--- src/rtl/mem_arb_pkg.sv ---
// Shared types for the two-requester memory port arbiter.
package mem_arb_pkg;

  typedef enum logic [1:0] {
    IDLE,
    ISSUE,
    WAIT,
    RESP
  } arb_state_t;

  typedef enum logic {
    REQ_IF = 1'b0,
    REQ_DM = 1'b1
  } req_id_t;

endpackage

--- src/rtl/mem_arb_rr2.sv ---
// Combinational two-way round-robin pick; on a tie the side not granted last wins.
module mem_arb_rr2
  import mem_arb_pkg::*;
(
  input  logic    req_if,
  input  logic    req_dm,
  input  req_id_t last_gnt,
  output logic    gnt_if,
  output logic    gnt_dm
);

  // NOTE: every always_comb output gets a default first so no path can infer a latch.
  always_comb begin
    gnt_if = 1'b0;
    gnt_dm = 1'b0;
    if (req_if && req_dm) begin
      if (last_gnt == REQ_IF) gnt_dm = 1'b1;
      else                    gnt_if = 1'b1;
    end else begin
      gnt_if = req_if;
      gnt_dm = req_dm;
    end
  end

endmodule

--- src/rtl/mem_arbiter.sv ---
// Shares one memory port between instruction fetch and data load/store,
// one transaction at a time, with a fixed memory read latency.
module mem_arbiter
  import mem_arb_pkg::*;
#(
  parameter int ADDR_W  = 64,
  parameter int DATA_W  = 64,
  parameter int MEM_LAT = 2
) (
  input  logic              clock,
  input  logic              reset,
  input  logic              if_req,
  input  logic [ADDR_W-1:0] if_addr,
  output logic              if_gnt,
  output logic              if_valid,
  output logic [DATA_W-1:0] if_rdata,
  input  logic              dm_req,
  input  logic              dm_wr,
  input  logic [ADDR_W-1:0] dm_addr,
  input  logic [DATA_W-1:0] dm_wdata,
  output logic              dm_gnt,
  output logic              dm_valid,
  output logic [DATA_W-1:0] dm_rdata,
  output logic              mem_en,
  output logic              mem_wr,
  output logic [ADDR_W-1:0] mem_addr,
  output logic [DATA_W-1:0] mem_wdata,
  input  logic [DATA_W-1:0] mem_rdata
);

  localparam int               CNT_W = $clog2(MEM_LAT + 1);
  localparam logic [CNT_W-1:0] LAT_C = CNT_W'(MEM_LAT);

  arb_state_t        state, state_nxt;
  logic [CNT_W-1:0]  cnt;
  req_id_t           last_gnt;
  req_id_t           owner;
  logic              cap_wr;
  logic [ADDR_W-1:0] cap_addr;
  logic [DATA_W-1:0] cap_wdata;
  logic              pick_if, pick_dm;
  logic              arb_ok, any_gnt, cnt_done;

  mem_arb_rr2 u_rr2 (
    .req_if   (if_req),
    .req_dm   (dm_req),
    .last_gnt (last_gnt),
    .gnt_if   (pick_if),
    .gnt_dm   (pick_dm)
  );

  // Grants are only offered while no access is in flight, and never during reset.
  assign arb_ok   = !reset && (state == IDLE || state == RESP);
  assign if_gnt   = arb_ok && pick_if;
  assign dm_gnt   = arb_ok && pick_dm;
  assign any_gnt  = if_gnt || dm_gnt;
  assign cnt_done = (cnt == LAT_C);

  assign mem_en    = (state == ISSUE);
  assign mem_wr    = (state == ISSUE) && cap_wr;
  assign mem_addr  = cap_addr;
  assign mem_wdata = cap_wdata;
  assign if_valid  = (state == RESP) && (owner == REQ_IF);
  assign dm_valid  = (state == RESP) && (owner == REQ_DM);

  always_comb begin
    state_nxt = state;
    unique case (state)
      IDLE:    if (any_gnt) state_nxt = ISSUE;
      ISSUE:   state_nxt = cap_wr ? RESP : WAIT;
      WAIT:    if (cnt_done) state_nxt = RESP;
      RESP:    state_nxt = any_gnt ? ISSUE : IDLE;
      default: state_nxt = IDLE;
    endcase
  end

  // NOTE: sequential state uses non-blocking assignments so every register samples pre-edge values.
  always_ff @(posedge clock) begin
    if (reset) begin
      state     <= IDLE;
      cnt       <= '0;
      last_gnt  <= REQ_IF;
      owner     <= REQ_IF;
      cap_wr    <= 1'b0;
      cap_addr  <= '0;
      cap_wdata <= '0;
      if_rdata  <= '0;
      dm_rdata  <= '0;
    end else begin
      state <= state_nxt;

      if (any_gnt) begin
        owner     <= dm_gnt ? REQ_DM : REQ_IF;
        last_gnt  <= dm_gnt ? REQ_DM : REQ_IF;
        cap_wr    <= dm_gnt && dm_wr;
        cap_addr  <= dm_gnt ? dm_addr : if_addr;
        cap_wdata <= dm_wdata;
      end

      if (state == ISSUE)                 cnt <= CNT_W'(1);
      else if (state == WAIT && !cnt_done) cnt <= cnt + CNT_W'(1);
      else                                cnt <= '0;

      // Read data lands only in the owner's register; the other side keeps its last word.
      if (state == WAIT && cnt_done) begin
        if (owner == REQ_IF) if_rdata <= mem_rdata;
        else                 dm_rdata <= mem_rdata;
      end
    end
  end

endmodule

--- config.mk ---
export PLATFORM = sky130hd
export DESIGN_NAME = mem_arbiter
export DESIGN_NICKNAME = d
export VERILOG_FILES = /design/src/rtl/mem_arb_pkg.sv /design/src/rtl/mem_arb_rr2.sv /design/src/rtl/mem_arbiter.sv
export SDC_FILE = /design/constraint.sdc
export NUM_CORES = 1
export LEC_CHECK = 0
export BUFFER_PORTS_ARGS = -buffer_cell sky130_fd_sc_hd__buf_2
export CORE_AREA = 2 2 202 204
export CTS_BUF_LIST = sky130_fd_sc_hd__clkbuf_8 sky130_fd_sc_hd__clkbuf_16
export CTS_CLUSTER_DIAMETER = 40
export DETAILED_ROUTE_END_ITERATION = 7
export DIE_AREA = 0 0 204 206
export PLACE_DENSITY = 0.6
export SETUP_SLACK_MARGIN = 0.05
export SLEW_MARGIN = 15
export SYNTH_ARGS = -nofsm -noshare
export SYNTH_HDL_FRONTEND = slang
export SYNTH_SLANG_ARGS = --single-unit
--- constraint.sdc ---
create_clock -name clock -period 1.7 [get_ports clock]
set_input_delay 0.34 -clock clock [delete_from_list [all_inputs] [get_ports clock]]
set_output_delay 0.34 -clock clock [all_outputs]
set_load 0.02 [all_outputs]
==> qor.yml <==
path_max_fanout: 3
dp_slack_ns: -0.126
yosysTopAreaCell: "dfxtp_1"
dp.cells: 2247
dp_hpwl_um: 26200
worst-r2r-cell-count: 12
yosys_most_used_dff: "dfxtp_1"
final_cells: 2501
cp_cell_sequence: "inv_2 -> ha_4 -> nor2_4 -> nand3_2 -> inv_4 -> buf_12 -> buf_8"
grt_use_total_pct: 19.2
slowest_stage: "dfxtp_2"
areaGrowthSynthToFinish_pct: 84.2
seq_area_frac_synth_pct: 52.1
outcome: "finished, violations left"
setup_viol: 117
regArea_mm2: 0.00525
clock_sinks: 262
grt_setup_unrepaired: "true"
fin_ws_ns: -0.354
netlist_instances: 1234
cts_tree: "yes"
slew_violations: 0
ioPinCount: 523
multi_input_area_mm2: 0.00504
cts_htree_levels: 2
drv_cap: 0
start_util_pct: 25.1
ys_types: 32
critical_path_class: "flop to primary output"
leakagePower_nw: 8.20
die_h_um: 206
drive_above_1_share_pct: 47.6
max-vdd-ir-drop_mv: 1.18
netlist_area_mm2: 0.0101
min_path_type: "input pin to flop"
io_buffers: 522
ys_top_cells_by_area: "dfxtp_1, nand2_1, a21oi_1"
antenna_found_initial: 3
syn-num-nets: 1500
drtIter0Drc: 661
wirelength_um: 45200
finalHoldViolCount: 0
yosysTopAreaCellShare_pct: 52.1
grt_first_pass_wirelength_um: 62700
overflow: 0
final_util_pct: 46.2
endpoint_kind: "primary output"
postSynth.asyncResetShare_pct: 0
worst_setup_path_start_kind: "flop"
timing.final.crit_share_pct: 121
slew_headroom_pct: 31.4
synth_common_cells: "nand2_1, dfxtp_1, a21oi_1"
fin_worst_skew_ns: 0.00972
cp.required_ns: 1.36
vias: 11700
violations: "setup timing"
chipWidth_um: 204
synth-seq-cells: 262
routed_via_density: 4.67
clk_path_buf_depth: 3
fmax_mhz: 487
rows: 74
arrival_ns: 1.71
clk_pin_slew_ns: 0.06
worst_pin_slew_ns: 1.03
die_area_mm2: 0.0420
period_minus_slack_ns: 2.05
synth-edff-count: 0
gp_congestion: 0.882
synth.avg_cell_area_um2: 8.16
routedWlPerCell_um: 18.1
first_global_vias: 11300
power.density_mw_per_mm2: 1330
whs_path_depth: 3
cts_root_buffer: "clkbuf_16"
tns_ns: -10.69
drc: 0
fin_nets: 2199
dr.pass1.iters: 5
crit_path_max_incr_delay_ns: 0.34
ant_nets: 0
numCtsBuffers: 45
ys_warn_count: 0
grt_max_degree: 182
synth_most_common_cell: "nand2_1"
core_mm2: 0.0402
clk_latency_ns: 0.56
fillers: 3761
==> area by class of cell <==
class	count	share of cell area, %
clock buffer	46	6.15
antenna	1	0.0135
multi-input combinational	868	27.2
clock inverter	36	2.15
tap	532	3.59
sequential	262	28.3
inverter	6	0.135
timing repair buffer	750	32.5
==> power breakdown <==
part | internal, mW | switching [mW]
Combinational | 3.99 | 4.34
Clock | 5.76 | 3.50
Sequential | 6.77 | 0.361
Total | 16.5 | 8.20
==> per-stage QoR <==
step | hold slack, ns | cell area [um^2] | power (mW)
2_1_floorplan | 0.457 | 10100 | 10.4
3_3_place_gp | 0.438 | 13600 | 12.2
3_5_place_dp | 0.443 | 13600 | 12.3
4_1_cts | 0.0000381 | 17600 | 23.9
5_1_grt | 0.00971 | 18500 | 25.6
6_report | 0.0356 | 18500 | 24.7
==> registers in the layout, indices dropped and copies added, names as in the netlist <==
| register | flops |
|---|---|
| if_rdata | 64 |
| owner | 1 |
| dm_rdata | 64 |
| mem_wdata | 64 |
| mem_addr | 64 |
| state | 2 |
| cap_wr | 1 |
| cnt | 2 |
==> routing by layer <==
layer / part of all wire [%] / up-vias / track usage, %
li1: - / 5509 / -
met1: 38 / 5476 / 21.9
met2: 50 / 570 / 33.3
met3: 8.1 / 117 / 5.46
met4: 4.0 / 4 / 8.93
met5: 0.053 / - / 0
==> kinds of logic after synthesis <==
logic type                 after synthesis  synth area share (%)
and+or+nand+nor                        532                  20.3
buffers and inverters                  104                  5.18
adders and majority gates                5                 0.621
AOI/OAI and AO/OA                      331                  21.8
DFF                                    262                  52.1
==> what timing repair did <==
item / in CTS / in global routing
buffers inserted: 29 / 14
hold endpoints to repair: 91 / 0
pin swaps: 60 / 79
hold buffers: 89 / 0
endpoints found under the setup margin: 252 / 261
cloned: 32 / 14
gates resized for setup: 136 / 122
==> critical path, delay by kind of cell, from the launching register on <==
family	cells	cell delay (ns)
buf+inv	4	0.35
flops	1	0.34
fa+ha+maj	1	0.24
simple gates	2	0.23
==> layout by cell type (no fill, tap or decap), types with 7 or more instances in the layout <==
cell type	Yosys	layout
a211oi_1	22	7
a211oi_2	42	57
a21oi_1	221	170
a21oi_2	40	50
a21oi_4	0	41
buf_12	0	33
buf_16	0	29
buf_2	51	516
buf_4	8	32
buf_6	5	24
buf_8	0	11
clkbuf_16	0	59
dfxtp_1	262	259
dlygate4sd3_1	0	89
inv_1	5	7
inv_6	0	12
nand2_1	451	427
nand2_2	1	24
nor2_1	66	66
==> final timing paths <==
path | startpoint | endpoint | slack (ns)
worst min-delay path | mem_rdata[19] | dm_rdata[19] | 0.04
worst min register to register | mem_wdata[0] | mem_wdata[0] | 0.45
worst max-delay path | state[0] | dm_gnt | -0.35
worst max register to register | state[0] | mem_addr[22] | -0.18
No activity file was read; power rests on OpenSTA's default activity.
